==> config.mk <==
export PLATFORM = sky130hd
export DESIGN_NAME = fpga_ilvds_rx
export DESIGN_NICKNAME = d
export VERILOG_FILES = /design/src/rtl/fpga_lvds_pkg.sv /design/src/rtl/fpga_ilvds.sv /design/src/rtl/fpga_ilvds_rx.sv
export SDC_FILE = /design/constraint.sdc
export NUM_CORES = 1
export LEC_CHECK = 0
export BUFFER_PORTS_ARGS = -buffer_cell sky130_fd_sc_hd__buf_4
export CORE_MARGIN = 2
export CORE_UTILIZATION = 40
export DETAILED_ROUTE_END_ITERATION = 8
export SLEW_MARGIN = 10
export SYNTH_ARGS = -nofsm -noshare
export SYNTH_HDL_FRONTEND = slang
export SYNTH_SLANG_ARGS = --single-unit
export TNS_END_PERCENT = 30
==> constraint.sdc <==
create_clock -name clk -period 1.86 [get_ports clk]
set_input_delay 0.279 -clock clk [delete_from_list [all_inputs] [get_ports clk]]
set_output_delay 0.279 -clock clk [all_outputs]
set_load 0.02 [all_outputs]
==> src/rtl/fpga_lvds_pkg.sv <==
// Shared types and defaults for the differential serial receive path.
// Latency: n/a (declarations only).
// Backpressure: n/a; the link is free-running with no flow control.
package fpga_lvds_pkg;

    typedef enum logic {
        HUNT   = 1'b0,
        LOCKED = 1'b1
    } lvds_rx_state_t;

    // Alignment token; mixed ones and zeros so idle all-0/all-1 lines never lock.
    localparam logic [9:0] LVDS_SYNC_WORD = 10'h354;
    localparam int         LVDS_SYNC_TMO  = 16;

endpackage

==> src/rtl/fpga_ilvds.sv <==
// Differential input buffer: pad pair to one single-ended bit (TMDS_33, on-die termination).
// Latency: combinational, zero cycles.
// Backpressure: none; the pad value is passed straight through.
// Ports: i_p / i_n differential legs in, o_bit single-ended bit out.
module fpga_ilvds (
    input  logic i_p,
    input  logic i_n,
    output logic o_bit
);

`ifdef FPGA_ILVDS_USE_IBUFDS
    IBUFDS #(
        .IOSTANDARD ("TMDS_33"),
        .DIFF_TERM  ("TRUE")
    ) u_ibufds (
        .I  (i_p),
        .IB (i_n),
        .O  (o_bit)
    );
`else
    // Behavioural stand-in: a valid differential '1' is p high with n low.
    assign o_bit = i_p & ~i_n;
`endif

endmodule

==> src/rtl/fpga_ilvds_rx.sv <==
// Differential serial receiver: pad buffer, IOB flop, W-bit deserializer, SYNC_WORD alignment.
// Latency: a bit sampled at edge t completes its word on o_data after edge t+2.
// Backpressure: none; o_vld is a one-cycle strobe the link layer must take every time.
// Ports: clk/arst_n; i_p/i_n pad pair; en receiver enable;
//        o_data/o_vld/o_sync aligned word stream; o_locked lock state; o_err_cnt lock-loss count.
module fpga_ilvds_rx
    import fpga_lvds_pkg::*;
#(
    parameter int             W         = 10,
    parameter logic [W-1:0]   SYNC_WORD = W'(LVDS_SYNC_WORD),
    parameter int             SYNC_TMO  = LVDS_SYNC_TMO,
    parameter int             ERR_W     = 8
) (
    input  logic             clk,
    input  logic             arst_n,
    input  logic             i_p,
    input  logic             i_n,
    input  logic             en,
    output logic [W-1:0]     o_data,
    output logic             o_vld,
    output logic             o_sync,
    output logic             o_locked,
    output logic [ERR_W-1:0] o_err_cnt
);

    localparam int BCW = $clog2(W);

    logic           rx_bit;
    logic           rx_q;
    logic [W-1:0]   sh;
    lvds_rx_state_t state;
    logic [BCW-1:0] bit_cnt;
    logic [7:0]     wd_cnt;
    logic           sh_is_sync;
    logic           word_end;
    logic           tmo_hit;

    fpga_ilvds u_ilvds (
        .i_p   (i_p),
        .i_n   (i_n),
        .o_bit (rx_bit)
    );

    assign sh_is_sync = (sh == SYNC_WORD);
    assign word_end   = (bit_cnt == BCW'(W - 1));
    // Last word allowed without a SYNC_WORD before the lock is declared lost.
    assign tmo_hit    = (wd_cnt == 8'(SYNC_TMO - 1));
    assign o_locked   = (state == LOCKED);

    always_ff @(posedge clk or negedge arst_n) begin
        if (!arst_n) begin
            rx_q      <= 1'b0;
            sh        <= '0;
            state     <= HUNT;
            bit_cnt   <= '0;
            wd_cnt    <= '0;
            o_data    <= '0;
            o_vld     <= 1'b0;
            o_sync    <= 1'b0;
            o_err_cnt <= '0;
        end else begin
            rx_q   <= rx_bit;
            // LSB arrives first, so new bits enter at the MSB and age toward bit 0.
            sh     <= {rx_q, sh[W-1:1]};
            o_vld  <= 1'b0;
            o_sync <= 1'b0;

            if (!en) begin
                // Disable takes priority over a coincident timeout and is not an error.
                state   <= HUNT;
                bit_cnt <= '0;
                wd_cnt  <= '0;
            end else if (state == HUNT) begin
                if (sh_is_sync) begin
                    state   <= LOCKED;
                    bit_cnt <= '0;
                    wd_cnt  <= '0;
                    o_data  <= sh;
                    o_vld   <= 1'b1;
                    o_sync  <= 1'b1;
                end
            end else if (word_end) begin
                bit_cnt <= '0;
                o_data  <= sh;
                o_vld   <= 1'b1;
                o_sync  <= sh_is_sync;
                if (sh_is_sync) begin
                    wd_cnt <= '0;
                end else if (tmo_hit) begin
                    state  <= HUNT;
                    wd_cnt <= '0;
                    if (o_err_cnt != {ERR_W{1'b1}}) begin
                        o_err_cnt <= o_err_cnt + ERR_W'(1);
                    end
                end else begin
                    wd_cnt <= wd_cnt + 8'd1;
                end
            end else begin
                // Off-boundary SYNC_WORD patterns are deliberately ignored here.
                bit_cnt <= bit_cnt + BCW'(1);
            end
        end
    end

endmodule

==> impl_results.md <==
- Unrepaired setup endpoints after global routing: true
- Ys Warns: 0
- Crit path capture type: flip-flop
- First-pass GRT wire length: roughly 7100 um
- Sw Share: 0.221
- Sum of negative setup slack: -1.05 ns
- CTS tree: built
- Drt drc: 0
- Power density over the cells: between 600 and 700 mW/mm2
- Chip height: 75.5 um
- Startpoint class of the critical path: flip-flop
- Met2 usage: 0.276
- Die width: approximately 75 um
- CTS root buf: clkbuf_8
- Clock Sinks: 44
- Fin nets: approximately 240
- GR Overflow Total: 0
- Antenna diodes: 0
- Number of synthesized register bits: 44
- Synthesis-to-finish area growth: 32.5%
- CP bufs+invs: 1
- Post-synth ARST share: 1.00
- Leakage power: around 1.3 nW
- Crit-path slowest cell: or4b_4
- Most common cell after layout, fill and taps aside: buf_4
- TritonCTS buffer count: 5
- Bufs on Longest Clock Path: 2
- Max VDD drop: around 0.31 mV
- Core area: roughly 0.0050 mm2
- DP HPWL: 3040 um
- Met3 usage: 0.0357
- Routed vias: about 1600
- DRT antenna net count: 0
- Total power draw: 1.66 mW
- Max Fclk: 511 MHz
- Crit Path Max Fanout: 7
- Status: finished, violations left
- Number of flops mapped to enable cells by yosys: 0
- Largest net degree at the start of global routing: 45
- Worst setup startpoint: sh[1]
- Mapped Cells: 167
- Max-slew violation count: 0
- R2R cell count: 5
- FF-to-FF setup slack: -0.1 ns
- Post-route cell area: about 0.0027 mm2
- Vias in the first global route: 1522
- Initial Utilization: 0.408
- Max Cap Viol: 0
- Placed cell area: 0.00251 mm2
- DRT iter0 DRCs: 73
- Yosys cell types: between 40 and 50
- Syn Nets: approximately 180
- Routed length per instance: roughly 14 um
- Final worst setup slack: -0.0963 ns
- Critical R2R Launch: sh[1]
- Area of the multi-input gates: around 950 um2
- Worst slew margin: 0.632
- # IOs: 26
- Critical path's top delay family: compound AO/OA/AOI/OAI gates
- Met1 usage: 0.209
- Clk_lat worst skew: approximately 0.29 ns
- Logic pwr share: 0.043
- Sequential area share after synthesis: 0.539
- Netlist Area Pre-Place: about 0.0020 mm2
- Gr usage total: 0.163
- Avg Cell Area, Syn: about 12 um2
- Fin. Hold Viols: 0
- FF+latch area: between 0.001 and 0.0015 mm2
- Initial antenna violation count: 0
- Violated checks: negative setup slack
- Row cnt: 26
- Part of the power in registers: 0.589
- Worst EP required: about 2.0 ns
- Stages on worst setup path: 5
- Fill cells: 463
- Synth Flop Type: dfrtp_1
- Slowest stage delay, CP: ~0.57 ns
- Clk pwr share: 0.368
- Total die area: ~0.0057 mm2
- GP Congestion: between 0.8 and 0.9
- Worst slack, placed: -0.172 ns
- Clock skew: between 0.004 and 0.005 ns
- Crit path DAT: 2.12 ns
- WS Path Type: flip-flop to flip-flop
- Hold WC Path Type: input port to flip-flop
- Min Tclk post-route: roughly 2.0 ns
- Final Setup Violations: 24
- Reg-to-Reg End: wd_cnt[7]
- H-tree levels: 2
- First-pass DRT Iterations: 4
- GR peak layer: met2
- Critical Path End: wd_cnt[7]
- IO buf count: 25
- Internal power: roughly 1.3 mW
- Clock-pin slew on the worst setup and hold paths: 0.08 ns
- Share of cells above drive strength 1: 0.405
- Vias per cell: between 5 and 6
- Cells along the critical path: or4b_4, buf_6, o41a_1, a32oi_1, o22ai_1
- Final core utilization: 0.540
- Tcrit/Tclk final: 1.05
- Final WL: 4260 um
- Net switching power: about 0.37 mW
- Most frequent cells in the layout: buf_4 (52), dfrtp_1 (44), nand3_1 (10), mux2_4 (10), xor2_1 (8)
- Worst-margin pin slew: 0.552 ns
state kept, by name, summed over array words and instances (netlist names):
| signal | count |
|---|---|
| wd_cnt | 8 |
| o_sync | 1 |
| o_err_cnt | 8 |
| o_locked | 1 |
| bit_cnt | 4 |
| sh | 10 |
| o_data | 10 |
| rx_q | 1 |
| o_vld | 1 |
through the flow:
step / hold slack [ns] / instances
floorplan: -0.0166 / 167
finish: 0.128 / 297
CTS: 0.120 / 296
global route: 0.113 / 297
detailed placement: 0.309 / 285
global placement: 0.302 / 285
Yosys cell counts (all sizes together) (2+ instances only):
library cell	n	area, um2
clkbuf	4	15.0
xor2	8	70.1
nor3	4	25.0
or3	4	25.0
nand3b	3	22.5
a21boi	3	22.5
ha	4	50.1
inv	6	22.5
nor4	3	18.8
o31ai	2	28.8
buf	2	16.3
nand2	7	28.8
o41ai	2	36.3
nand3	10	50.1
o21ai	5	25.0
nand2b	3	18.8
a32oi	3	26.3
dfrtp	44	1100
o21a	3	22.5
o22ai	4	25.0
a21oi	3	15.0
mux2	11	158
and3b	2	17.5
nor2	4	15.0
nand4b	3	26.3
nand4	4	25.0
and4	2	17.5
layer usage:
metal / share of wire / wire (um)
met1: 0.45 / 1910
met2: 0.51 / 2160
met3: 0.034 / 145
met4: 0.011 / 48
met5: 0 / 0
logic make-up after synthesis:
group,Yosys count,share of synthesized area
mux,11,0.0772
fa+ha+maj,4,0.0245
flops,44,0.539
xor+xnor,8,0.0343
buf+inv,12,0.0263
compound gates,31,0.124
simple gates,57,0.175
power by group through the flow:
stage	clock network, mW	registers (mW)	logic (mW)
2_1_floorplan	0	0.994	0.0217
3_3_place_gp	0	0.995	0.0637
3_5_place_dp	0	0.996	0.0653
4_1_cts	0.631	0.977	0.0718
5_1_grt	0.665	0.978	0.0786
6_report	0.609	0.977	0.0708
worst register-to-register path, cell delays in order, from the launching register on:
cell,delay (ns)
dfrtp_1,0.38
or4b_4,0.57
buf_6,0.16
o41a_1,0.43
a32oi_1,0.20
o22ai_1,0.10
worst min path at each step:
stage / from / endpoint / slack [ns] / depth (start not counted)
after detailed placement: arst_n / o_data[5] / 0.31 / 1
after global routing: i_n / rx_q / 0.11 / 2
after CTS: i_n / rx_q / 0.12 / 2
final: i_n / rx_q / 0.13 / 2
after floorplan: arst_n / bit_cnt[0] / -0.02 / 0
after global placement: arst_n / o_data[5] / 0.30 / 1
layout make-up:
type,instances,area share
Multi-Input combinational cell,111,0.350
Clock inverter,2,0.00370
Clock buffer,6,0.0305
Tap cell,70,0.0324
Timing Repair Buffer,58,0.169
Sequential cell,44,0.407
Inverter,6,0.00832
repair_timing:
| item | in CTS | in global routing |
|---|---|---|
| setup endpoints to repair | 29 | 29 |
| gates resized for setup | 10 | 6 |
| pin swaps | 5 | 8 |
| endpoints found under the hold margin | 44 | 0 |
| hold buffers | 1 | 0 |
| setup buffers | 2 | 1 |
(Power assumes the default switching activity.)
